[config.mk]
export PLATFORM = sky130hd
export DESIGN_NAME = seq_scan_ctrl
export DESIGN_NICKNAME = d
export VERILOG_FILES = /design/src/rtl/seq_scan_pkg.sv /design/src/rtl/seq_scan_ctrl.sv
export SDC_FILE = /design/constraint.sdc
export NUM_CORES = 1
export LEC_CHECK = 0
export ABC_AREA = 1
export BUFFER_PORTS_ARGS = -buffer_cell sky130_fd_sc_hd__clkbuf_2
export CELL_PAD_IN_SITES_DETAIL_PLACEMENT = 1
export CELL_PAD_IN_SITES_GLOBAL_PLACEMENT = 1
export CORE_MARGIN = 3
export CORE_UTILIZATION = 41
export DETAILED_ROUTE_END_ITERATION = 12
export PLACE_DENSITY = 0.87
export SETUP_SLACK_MARGIN = 0.05
export SYNTH_ARGS = -nofsm -noshare
export SYNTH_HDL_FRONTEND = slang
export SYNTH_SLANG_ARGS = --single-unit
[constraint.sdc]
create_clock -name clk -period 2.1 [get_ports clk]
set_input_delay 0.42 -clock clk [delete_from_list [all_inputs] [get_ports clk]]
set_output_delay 0.42 -clock clk [all_outputs]
set_load 0.05 [all_outputs]
[src/rtl/seq_scan_pkg.sv]
// Shared definitions for the "1100" detector scan controller.
package seq_scan_pkg;

    localparam int unsigned DEFAULT_WIDTH = 16;

    typedef enum logic [1:0] {
        ST_IDLE  = 2'd0,
        ST_SHIFT = 2'd1,
        ST_DRAIN = 2'd2,
        ST_DONE  = 2'd3
    } scan_state_e;

    function automatic logic state_is_active(input scan_state_e s);
        return (s == ST_SHIFT) || (s == ST_DRAIN);
    endfunction

endpackage

[src/rtl/seq_scan_ctrl.sv]
// Feeds a captured word MSB-first into an external "1100" Moore detector and
// tallies its hit pulses, recording the first and last completing bit index.
//
// state | meaning
// IDLE  | detector held clear, waiting for start
// SHIFT | presenting bit k of the captured word
// DRAIN | one extra cycle to catch a hit caused by the final bit
// DONE  | one-cycle done pulse, results valid
module seq_scan_ctrl
    import seq_scan_pkg::*;
#(
    parameter int unsigned WIDTH = DEFAULT_WIDTH,
    localparam int unsigned CW   = $clog2(WIDTH + 1),
    localparam int unsigned PW   = $clog2(WIDTH)
) (
    input  logic             clk,
    input  logic             rst,
    input  logic             start,
    input  logic [WIDTH-1:0] word_in,
    output logic             busy,
    output logic             done,
    output logic             found,
    output logic [CW-1:0]    hit_count,
    output logic [PW-1:0]    first_pos,
    output logic [PW-1:0]    last_pos,
    output logic             det_bit,
    output logic             det_clr,
    input  logic             det_hit
);

    localparam logic [PW-1:0] LAST_IDX = PW'(WIDTH - 1);

    scan_state_e      state_q, state_d;
    logic [WIDTH-1:0] sr_q, sr_d;
    logic [PW-1:0]    k_q, k_d;
    logic             found_q, found_d;
    logic [CW-1:0]    hit_count_q, hit_count_d;
    logic [PW-1:0]    first_pos_q, first_pos_d;
    logic [PW-1:0]    last_pos_q, last_pos_d;

    logic             hit_ok;
    logic [PW-1:0]    hit_idx;

    always_ff @(posedge clk) begin
        if (rst) begin
            state_q     <= ST_IDLE;
            sr_q        <= '0;
            k_q         <= '0;
            found_q     <= 1'b0;
            hit_count_q <= '0;
            first_pos_q <= '0;
            last_pos_q  <= '0;
        end else begin
            state_q     <= state_d;
            sr_q        <= sr_d;
            k_q         <= k_d;
            found_q     <= found_d;
            hit_count_q <= hit_count_d;
            first_pos_q <= first_pos_d;
            last_pos_q  <= last_pos_d;
        end
    end

    always_comb begin
        state_d     = state_q;
        sr_d        = sr_q;
        k_d         = k_q;
        found_d     = found_q;
        hit_count_d = hit_count_q;
        first_pos_d = first_pos_q;
        last_pos_d  = last_pos_q;
        hit_ok      = 1'b0;
        hit_idx     = '0;

        case (state_q)
            ST_IDLE: begin
                if (start) begin
                    state_d     = ST_SHIFT;
                    sr_d        = word_in;
                    k_d         = '0;
                    found_d     = 1'b0;
                    hit_count_d = '0;
                    first_pos_d = '0;
                    last_pos_d  = '0;
                end
            end
            ST_SHIFT: begin
                sr_d = {sr_q[WIDTH-2:0], 1'b0};
                // The detector lags one cycle, so a hit now belongs to bit k-1.
                if (det_hit && (k_q != '0)) begin
                    hit_ok  = 1'b1;
                    hit_idx = k_q - PW'(1);
                end
                if (k_q == LAST_IDX) begin
                    state_d = ST_DRAIN;
                    k_d     = '0;
                end else begin
                    k_d = k_q + PW'(1);
                end
            end
            ST_DRAIN: begin
                state_d = ST_DONE;
                if (det_hit) begin
                    hit_ok  = 1'b1;
                    hit_idx = LAST_IDX;
                end
            end
            ST_DONE: begin
                state_d = ST_IDLE;
            end
            default: begin
                state_d = ST_IDLE;
            end
        endcase

        if (hit_ok) begin
            hit_count_d = hit_count_q + CW'(1);
            last_pos_d  = hit_idx;
            if (!found_q) begin
                first_pos_d = hit_idx;
                found_d     = 1'b1;
            end
        end
    end

    assign busy      = state_is_active(state_q);
    assign done      = (state_q == ST_DONE);
    assign det_clr   = !state_is_active(state_q);
    assign det_bit   = (state_q == ST_SHIFT) ? sr_q[WIDTH-1] : 1'b0;
    assign found     = found_q;
    assign hit_count = hit_count_q;
    assign first_pos = first_pos_q;
    assign last_pos  = last_pos_q;

endmodule

## Yosys cells after proc, flatten, opt, wreduce, memory -nomap -nowiden

Cells that the tools add are included.

- Add/subtract/negate cells: 3
- Eq/ne operators: 6
- Muxes and demuxes: 28
- Reduce and logical (&&, ||, !) cells: 11

Operators by type and width:

| kind | count |
|---|---|
| $mux W4 | 10 |
| $pmux W16 S2 | 1 |
| $mux W16 | 1 |
| $pmux W4 S2 | 2 |
| $mux W5 | 3 |
| $pmux W2 S4 | 1 |
| $mux W1 | 7 |
| $reduce_and A2 Y1 | 3 |
| $reduce_bool A2 Y1 | 3 |
| $add A5 B1 Y5 const B | 1 |
| $add A4 B1 Y4 const B | 1 |
| $eq A2 B2 Y1 const B | 2 |
| $eq A4 B4 Y1 const B | 1 |
| $mux W2 | 2 |
| $ne A2 B2 Y1 const B | 2 |
| $reduce_bool A4 Y1 | 1 |
| $sub A4 B1 Y4 const B | 1 |
| $eq A2 B1 Y1 const B | 1 |
| $logic_not A2 Y1 | 1 |
| $pmux W1 S2 | 1 |
| $logic_and A1 B1 Y1 | 1 |
| $logic_not A1 Y1 | 1 |
| $logic_or A1 B1 Y1 | 1 |

- Register bits after elaboration: 36
- Input bits: 20
- Output and inout port bits: 18
- Logic and storage cells: 55

## Depth between registers and ports, before layout

Gate-level depths: netlist of the first run.

- Word-level depth: 6
- Gate-level depth with buffers: 10
- Mapped depth without buffers: 9

## Worst setup path after synthesis of the first run

No wires, ideal clock.

- Path type: register -> register
- From: reg state_q[0]
- To: reg first_pos_q[3], in the netlist first_pos[3]
- Library setup time: 70 ps
- Arrival: 1953 ps
- Data required time: 2030 ps
- Setup slack: 77 ps
- Cell stages (with the launch flop): 8
- Path buffers: 1
- Clock period less this slack: 2023 ps
- Path through: dfxtp_1 > inv_1 > ha_1 > clkbuf_2 > inv_1 > a21oi_4 > nand3_1 > a21oi_1

- Word-level cells in the longest chain between the ends: 4
- Elaborated cells between the ends (all ways): 8
- Those cells by class: eq/ne (2); mux (5); reduce/logical (1)

RTL lines:

| item | line | source |
|---|---|---|
| start, declared | seq_scan_ctrl.sv:33 | `scan_state_e state_q, state_d;` |
| start signal, assigned | seq_scan_ctrl.sv:54 | `state_q <= state_d;` |
| $eq A2 B2 Y1 (tied with other cells) | seq_scan_ctrl.sv:75 | `case (state_q)` |
| $pmux W4 S2 / $mux W4 (equally long branches) | seq_scan_ctrl.sv:75 |  |
| $mux W4 | seq_scan_ctrl.sv:119 | `if (!found_q) begin` |
| $mux W4 * | seq_scan_ctrl.sv:116 | `if (hit_ok) begin` |
| end signal, assigned | seq_scan_ctrl.sv:59 | `first_pos_q <= first_pos_d;` |
| end, declared | seq_scan_ctrl.sv:38 | `logic [PW-1:0] first_pos_q, first_pos_d;` |

Mark *: on every way between the ends. The rest lies on a longest branch, timed or not.
A chain may end at the register's enable or synchronous reset.

## Worst setup path in the final report of the first run

- From: reg state_q[1]
- To: out det_bit

- Word-level cells in the longest chain between the ends: 2

RTL lines:

| item | line | source |
|---|---|---|
| $eq A2 B1 Y1 | seq_scan_ctrl.sv:129 | `assign det_bit = (state_q == ST_SHIFT) ? sr_q[WIDTH-1] : 1'b0;` |
| $mux W1 | seq_scan_ctrl.sv:129 |  |
| end, declared | seq_scan_ctrl.sv:26 | `output logic det_bit,` |

Every way passes these cells.

==> results.md, run 1 <==
Clock network:
- After clock tree synthesis, the clock-pin slew on the worst setup and hold paths is 80 ps.
- The H-tree generated during clock tree synthesis spans 2 levels.
- The clock net in this run drives a total of 36 sinks.
- The later pin in the worst-skew pair is clocked with a latency of 290 ps.
- The number of buffers inserted for hold repair after clock tree synthesis is 0.
- The cell sitting at the root of the clock tree is a clkbuf_8.
- The number of post-CTS setup repair buffers is 0.
- The maximum count of clock buffers along a single path is 2.
- The number of clock buffers added by TritonCTS is 5.
- The clock tree from TritonCTS is done.

Routing:
- In the routed design, unresolved DRC markers number 0.
- The DRC violation total after the first TritonRoute iteration is 82.
- The detailed-route wire length is 4540 µm.
- The wire length per cell after detailed routing is 13.9 µm.
- Using the TritonRoute via totals, the vias-per-cell ratio works out to 5.10.
- The count of nets left with antenna violations once routing finished came out at 0.
- Across all layers, the routed design uses 1664 vias.
- The first TritonRoute pass finished after 4 iterations.

Yosys:
- The async set-reset flop share out of synthesis is 0%.
- By count the netlist is led by 64 x nand2_1, 36 x dfxtp_1, 19 x a21oi_1, 18 x inv_1.
- By area the synthesized netlist is led by dfxtp_1 41%, nand2_1 14%, ha_1 5.8%.
- After synthesis, flip-flops and latches occupy 41.5% of the total area.
- The mean area per synthesized cell is 7.36 µm².
- The top cell type's share of synthesized area is 41.5%.
- Synthesis produced 236 cells.
- The synthesized design contains 36 register bits.
- The count of distinct cell types in the synthesized netlist is 26.
- The count of flip-flops with a built-in enable after synthesis is 0.
- The most frequent cell after synthesis is nand2_1.
- The Yosys step of the flow raised 0 warnings.
- Among all flip-flop cells after synthesis, the most frequent one is dfxtp_1.
- When the netlist entered floorplanning its net count stood at 264.
- The mapped netlist covers 1740 µm².
- The biggest area contributor in the post-synthesis netlist is dfxtp_1.

Worst setup path:
- The critical path goes through inv_1 > ha_1 > nand2_1 > inv_1 > clkbuf_2.
- In this run the worst setup path begins at state_q[1]$_SDFFE_PP0P_.
- The critical path in this run is classified as flip-flop to output pin.
- In this run the worst path has a maximum fanout of 5.
- The kind of cell with the highest combined delay along the critical path is buffers and inverters.
- STA puts the critical path data arrival time at 1510 ps.
- STA puts the critical path data required time at 1680 ps.
- The worst register-to-register path begins at state_q[1]$_SDFFE_PP0P_.
- Together, buffers and inverters on the worst path number 3.
- Among all stages on the critical path, the largest delay is contributed by dfxtp_1.
- The most frequent cell on the critical path is inv_1.
- The largest stage delay on the critical path is 330 ps.
- The critical path launch point type is a flip-flop.
- The endpoint kind of the worst setup timing path is an output pin.

GRT:
- Global routing finished with a remaining overflow of 0.
- The global-route wire length before repair is 7560 µm.
- The number of global-route vias before repair was 1660.
- The pin count of the biggest net entering global routing is 31.
- The initial antenna violation count is 0.
- The total global routing track utilization is 18.7%.

Final layout:
- Once layout is complete, the cells apart from fillers number 326.
- The count of filler cells inserted in the layout is 529.
- Compared with the post-synthesis result, the final layout area differs by 20.5%.
- The core occupancy in the finished layout is 51.6%.
- The share of final-layout standard cells stronger than drive strength 1 is 21.7%.
- The number of antenna diodes in the final layout is 0.
- In the final design database the tool counted 303 nets.

STA:
- Summed over all failing endpoints, the final setup total negative slack is 0 ps.
- After layout, the minimum clock period comes to 1930 ps.
- The count of pins over their slew limit is 0.
- The final worst clock skew is 5.05 ps.
- Hold timing on the final database bottoms out at a slack of 364 ps.
- The final period utilization is 92.0%.
- For the pin with the worst max-slew slack, the measured transition is 284 ps.
- After layout, the worst setup slack is 167 ps.
- Setup violations remaining at the end of the flow were counted as 0.
- Based on the critical path, the design can be clocked at up to 0.517 GHz.
- The final hold violation count is 0.
- The relative slew slack is 81.0%.
- Setup repair after global routing left no endpoint under its margin.

Pwr:
- In this run, the combinational gates consume 43.5% of the power.
- In this run switching power makes up 44.0% of total power.
- In this run the static leakage power is 0.920 nW.
- The internal power of the cells is 0.00159 W.
- The clock network is responsible for 21.8% of the overall power.
- The total net switching power is 0.00125 W.
- Sequential cells account for 34.7% of the total power.
- The power per unit of standard cell area is 1350 nW/µm².
- IR analysis of the VDD net gives a maximum drop of 0.000589 V.

Place:
- Detailed placement ended at an HPWL of 3160 µm.
- The final weighted congestion in routability-driven placement is 0.760.
- Once placement completed, the tool counted placed cells totaling 318.
- Buffers placed on the I/O ports in this run total 37.
- Timing analysis after detailed placement gives a worst setup slack of 304 ps.

Die:
- The die is 71.1 µm tall.
- The full die area is 5060 µm².
- The floorplan has 23 rows.
- The core region is 4060 µm².
- The initial utilization of the core area, before any placement, comes to 42.8%.
- Pin placement for this block handled 38 I/O pins.
- The horizontal extent of the die is 71.1 µm.

Worst hold path:
- The startpoint of the tightest hold check path is word_in[2].
- In this run the worst hold path is classified as primary input to flip-flop.

Run:
- The number of max-cap violations is 0.

Run status:
- The run finished with clean final reports.
## placed cells by master (no fill, tap or decap), types with 3 or more instances in the layout
master	count
nand4_1	4
a21oi_1	19
buf_4	6
clkbuf_2	36
inv_1	18
o21ai_1	13
nand2_2	3
o21ai_0	6
dfxtp_1	36
nand3_1	15
nor2_1	13
ha_1	7
a31oi_1	15
clkbuf_8	5
xor2_1	3
nand2_1	64
## kinds of logic (layout without fill, tap and decap cells)
logic type	Yosys count	count (layout)	share of synthesized area [%]
fa+ha+maj	8	8	5.76
compound gates	56	56	18.6
buf+inv	31	71	8.06
simple gates	102	102	24.6
flops	36	36	41.5
xor+xnor	3	3	1.51
## power groups by stage
| stage | Clock, W | Combinational [W] | Sequential, W |
|---|---|---|---|
| 3_5_place_dp | 0 | 0.00119 | 0.000994 |
| 4_1_cts | 0.000624 | 0.00121 | 0.000982 |
| 3_3_place_gp | 0 | 0.00115 | 0.000987 |
| 2_1_floorplan | 0 | 0.000860 | 0.00106 |
| 5_1_grt | 0.000650 | 0.00137 | 0.00101 |
| 6_report | 0.000617 | 0.00123 | 0.000985 |
## stage by stage
stage                     cell area, µm²  total power (W)
after floorplan                     1740          0.00192
after global placement              1970          0.00214
after detailed placement            1970          0.00218
after CTS                           2080          0.00281
after global routing                2090          0.00303
final                               2090          0.00283
## sequential cells by signal (all words and copies together) (netlist names)
name	count
state_q	2
last_pos	4
sr_q	16
first_pos	4
found	1
hit_count	5
k_q	4
## worst paths after layout
kind | end | slack [ps] | cells after the start
min | sr_q[2]$_SDFFE_PP0P_ | 360 | 3
min reg2reg | sr_q[14]$_SDFFE_PP0P_ | 480 | 2
max | det_bit | 170 | 5
max reg2reg | sr_q[15]$_SDFFE_PP0P_ | 280 | 7
## worst register-to-register path: stages, from the launching register on
cell	delay (ps)
dfxtp_1	330
inv_1	150
ha_1	320
inv_4	150
o21ai_4	200
buf_4	320
o21ai_0	130
a31oi_1	160
## what timing repair did
item / 4_1_cts / 5_1_grt
cloned: 0 / 0
resized for setup: 2 / 1
endpoints found under the setup margin: 1 / 1
## area by class of cell
cell class / count / area (µm²) / share of cell area, %
Clock buffer: 5 / 68.8 / 3.29
Clock inverter: 3 / 42.5 / 2.03
Inverter: 20 / 77.6 / 3.70
Multi-Input combinational cell: 169 / 890 / 42.5
Sequential cell: 36 / 721 / 34.4
Tap cell: 50 / 62.6 / 2.99
Timing Repair Buffer: 43 / 233 / 11.1
## routing by layer
layer  track usage, %  part of all wire (%)
met1             23.5                    47
met2             29.7                    47
met3             3.98                   2.9
met4             10.2                   2.5
met5                0                     0
(Power assumes the default switching activity.)
==> run 2: changes to the inputs <==
- PLACE_DENSITY: 0.87 -> 0.91
==> run 2 against run 1 <==
Die area is the same. Power down 5.5%. Clock power is 18% lower. Sequential share of layout area grew 0.59 points. Largest power group unchanged. Worst hold slack gained 14 ps. Critical path type unchanged. Clock skew decreased by 0.91 ps.
==> results.md, run 2 (same netlist as run 1, synthesis figures left out) <==
Run status:
- The flow ran to the end, and the final reports show no timing, DRC or antenna violations.

Worst setup path:
- Of all nets on the critical path, the largest fanout is 8.
- The reg2reg setup slack is 340 ps.
- Walking the worst path, the cells encountered are inv_1 > ha_2 > inv_1 > clkbuf_4.
- On the critical path, the stage with the largest delay is an instance of ha_2.
- On the worst path, the slowest cell contributes a delay of 420 ps.
- The worst setup path is of the flip-flop to output pin kind.
- Data on the critical path arrives at its endpoint at 1530 ps.
- STA puts the critical path data required time at 1680 ps.
- For the worst flop-to-flop path, the logic depth is 7.
- The critical path launch point type is a flip-flop.
- The launch point of the worst reg-to-reg path is state_q[1]$_SDFFE_PP0P_.
- The endpoint identified for the worst register-to-register timing path is sr_q[14]$_SDFFE_PP0P_.
- The most frequent cell on the critical path is inv_1.
- The endpoint kind of the worst setup timing path is an output pin.

GRT:
- The number of global-route vias before repair came to 1704.
- The pin count of the biggest net entering global routing is 32.
- The initial antenna violation count is 0.
- The total global routing track utilization is 18.9%.
- The leftover overflow at the end of global routing is 0.
- The first global-routing pass estimated 7780 µm of wire.

STA:
- Setup violations remaining at the end of the flow were counted as 0.
- The slew at the pin closest to its max-slew limit is 343 ps.
- The final worst clock skew is 4.14 ps.
- Timing would allow up to 0.514 GHz.
- The final period utilization is 92.7%.
- Setup repair after global routing left no endpoint under its margin.
- The final sum of negative setup slack is 0 ps.
- The time the final worst path needs with I/O delays and setup is 1950 ps.
- The count of pins over their slew limit is 0.
- The final hold violation count came to 0.
- The relative slew slack is 77.1%.

Routing:
- The count of unresolved DRC violations after routing is 0.
- The remaining antenna violation count after routing is 0.
- The detailed-route wire length is 4460 µm.
- After the first detailed-routing iteration, the DRC count stood at 70.
- Using the TritonRoute via totals, the vias-per-cell ratio works out to 5.13.
- The first TritonRoute pass finished after 4 iterations.
- In the final routed layout, each cell accounts on average for 13.7 µm.
- The overall via count from detail_route is 1666.

Place:
- The post-placement cell count is 317.
- During placement, the flow inserted port buffers numbering 37.
- The detailed placer's ending HPWL is 3240 µm.
- At the end of routability-driven placement, the weighted congestion stood at 0.786.
- Summing all placed instances gives a cell area of 1960 µm².

Worst hold path:
- The cell depth of the worst hold path is 3.
- The startpoint of the tightest hold check path is word_in[9].
- The worst min-delay path class is primary input to flip-flop.
- The worst-case hold path end point is sr_q[9]$_SDFFE_PP0P_.

Die:
- The die covers 5060 µm².
- For this configuration, the core starts out at a cell density of 42.8%.
- The total number of placement rows is 23.
- From left edge to right edge, the die measures 71.1 µm.
- The die height is 71.1 µm.
- The placeable core region is 4060 µm².
- The I/O pin count is 38.

Clock network:
- In this run the deepest clock path goes through 2 buffers.
- The post-cts gate resize count is 1.
- The total clock buffers created by CTS is 5.
- For the worst-skew pair, the clock arrives at the later sink with an insertion delay of 280 ps.
- TritonCTS built the clock tree.
- CTS saw 36 sinks.
- The number of hold buffers added after CTS was 0.
- The number of H-tree branching levels is 2.
- The number of post-CTS setup repair buffers is 0.
- After clock tree synthesis, the clock-pin slew on the worst setup and hold paths is 70 ps.
- The root cell of the clock tree is clkbuf_8.

Final layout:
- The flip-flop count of the largest register after layout is 16.
- The register bank with the most flops is sr_q.
- The total inserted antenna cells is 0.
- From synthesis to final layout, the design area changed by 18.5%.
- Excluding fillers, the count of instances in the completed layout stands at 325.
- The total non-filler cell area in the finished layout is 2060 µm².
- The count of nets after finishing is 302.
- The filler cells instantiated in the layout total 526.
- The share of final-layout standard cells stronger than drive strength 1 is 21.1%.
- The most common library cell in the layout ignoring fill and taps is nand2_1.
- In the layout the commonest cells are 64 x nand2_1, 36 x dfxtp_1, 36 x clkbuf_2.
- The core occupancy in the finished layout is 50.8%.

Pwr:
- The leakage component of the power is 0.903 nW.
- The maximum vdd ir drop is 0.000885 V.
- The power per unit of standard cell area is 1300 nW/µm².
- The overall power is 0.00268 W.

Run:
- Max-cap violations in this run came to 0.
==> run 2: worst max-delay path by stage <==
stage | startpoint | to | slack, ps | cells past startpoint
final | state_q[0]$_SDFFE_PP0P_ | det_clr | 150 | 4
after global routing | state_q[0]$_SDFFE_PP0P_ | det_clr | 70 | 4
after CTS | state_q[0]$_SDFFE_PP0P_ | det_clr | 80 | 4
after detailed placement | state_q[1]$_SDFFE_PP0P_ | sr_q[14]$_SDFFE_PP0P_ | 350 | 7
after global placement | state_q[0]$_SDFFE_PP0P_ | det_clr | 410 | 4
after floorplan | state_q[0]$_SDFFE_PP0P_ | first_pos[3]$_SDFF_PP0_ | 80 | 7
==> run 2: per-layer routing <==
layer | vias to the layer above | track usage (%) | routed length [µm]
li1 | 855 | - | -
met1 | 781 | 23.9 | 2050
met2 | 25 | 32.9 | 2230
met3 | 5 | 3.41 | 124
met4 | 0 | 5.64 | 55
met5 | - | 0 | 0
==> run 2: through the flow <==
step | setup WS (ps) | hold WS [ps]
after detailed placement | 349 | 461
after floorplan | 77.2 | 440
after global placement | 411 | 454
after global routing | 65.9 | 375
final | 154 | 378
after CTS | 83.2 | 374
==> run 2: cell type report <==
type	count	area, µm²	area share, %
Clock buffer	7	86.3	4.19
Clock inverter	1	7.51	0.365
Inverter	20	77.6	3.77
Multi-Input combinational cell	169	880	42.7
Sequential cell	36	721	35.0
Tap cell	50	62.6	3.04
Timing Repair Buffer	42	225	10.9
==> run 2: worst max-delay path: cells and delay by family, from the launching register on <==
family / cells / cell delay, ps
fa+ha+maj: 1 / 420
buf+inv: 3 / 430
flops: 1 / 380
==> run 2: report_power, final <==
part | switching, W | internal [W] | total (W) | leakage [nW]
Combinational | 0.000853 | 0.000343 | 0.00120 | 0.564
Sequential | 0.000109 | 0.000866 | 0.000975 | 0.294
Clock | 0.000242 | 0.000266 | 0.000509 | 0.0445
Total | 0.00120 | 0.00148 | 0.00268 | 0.903
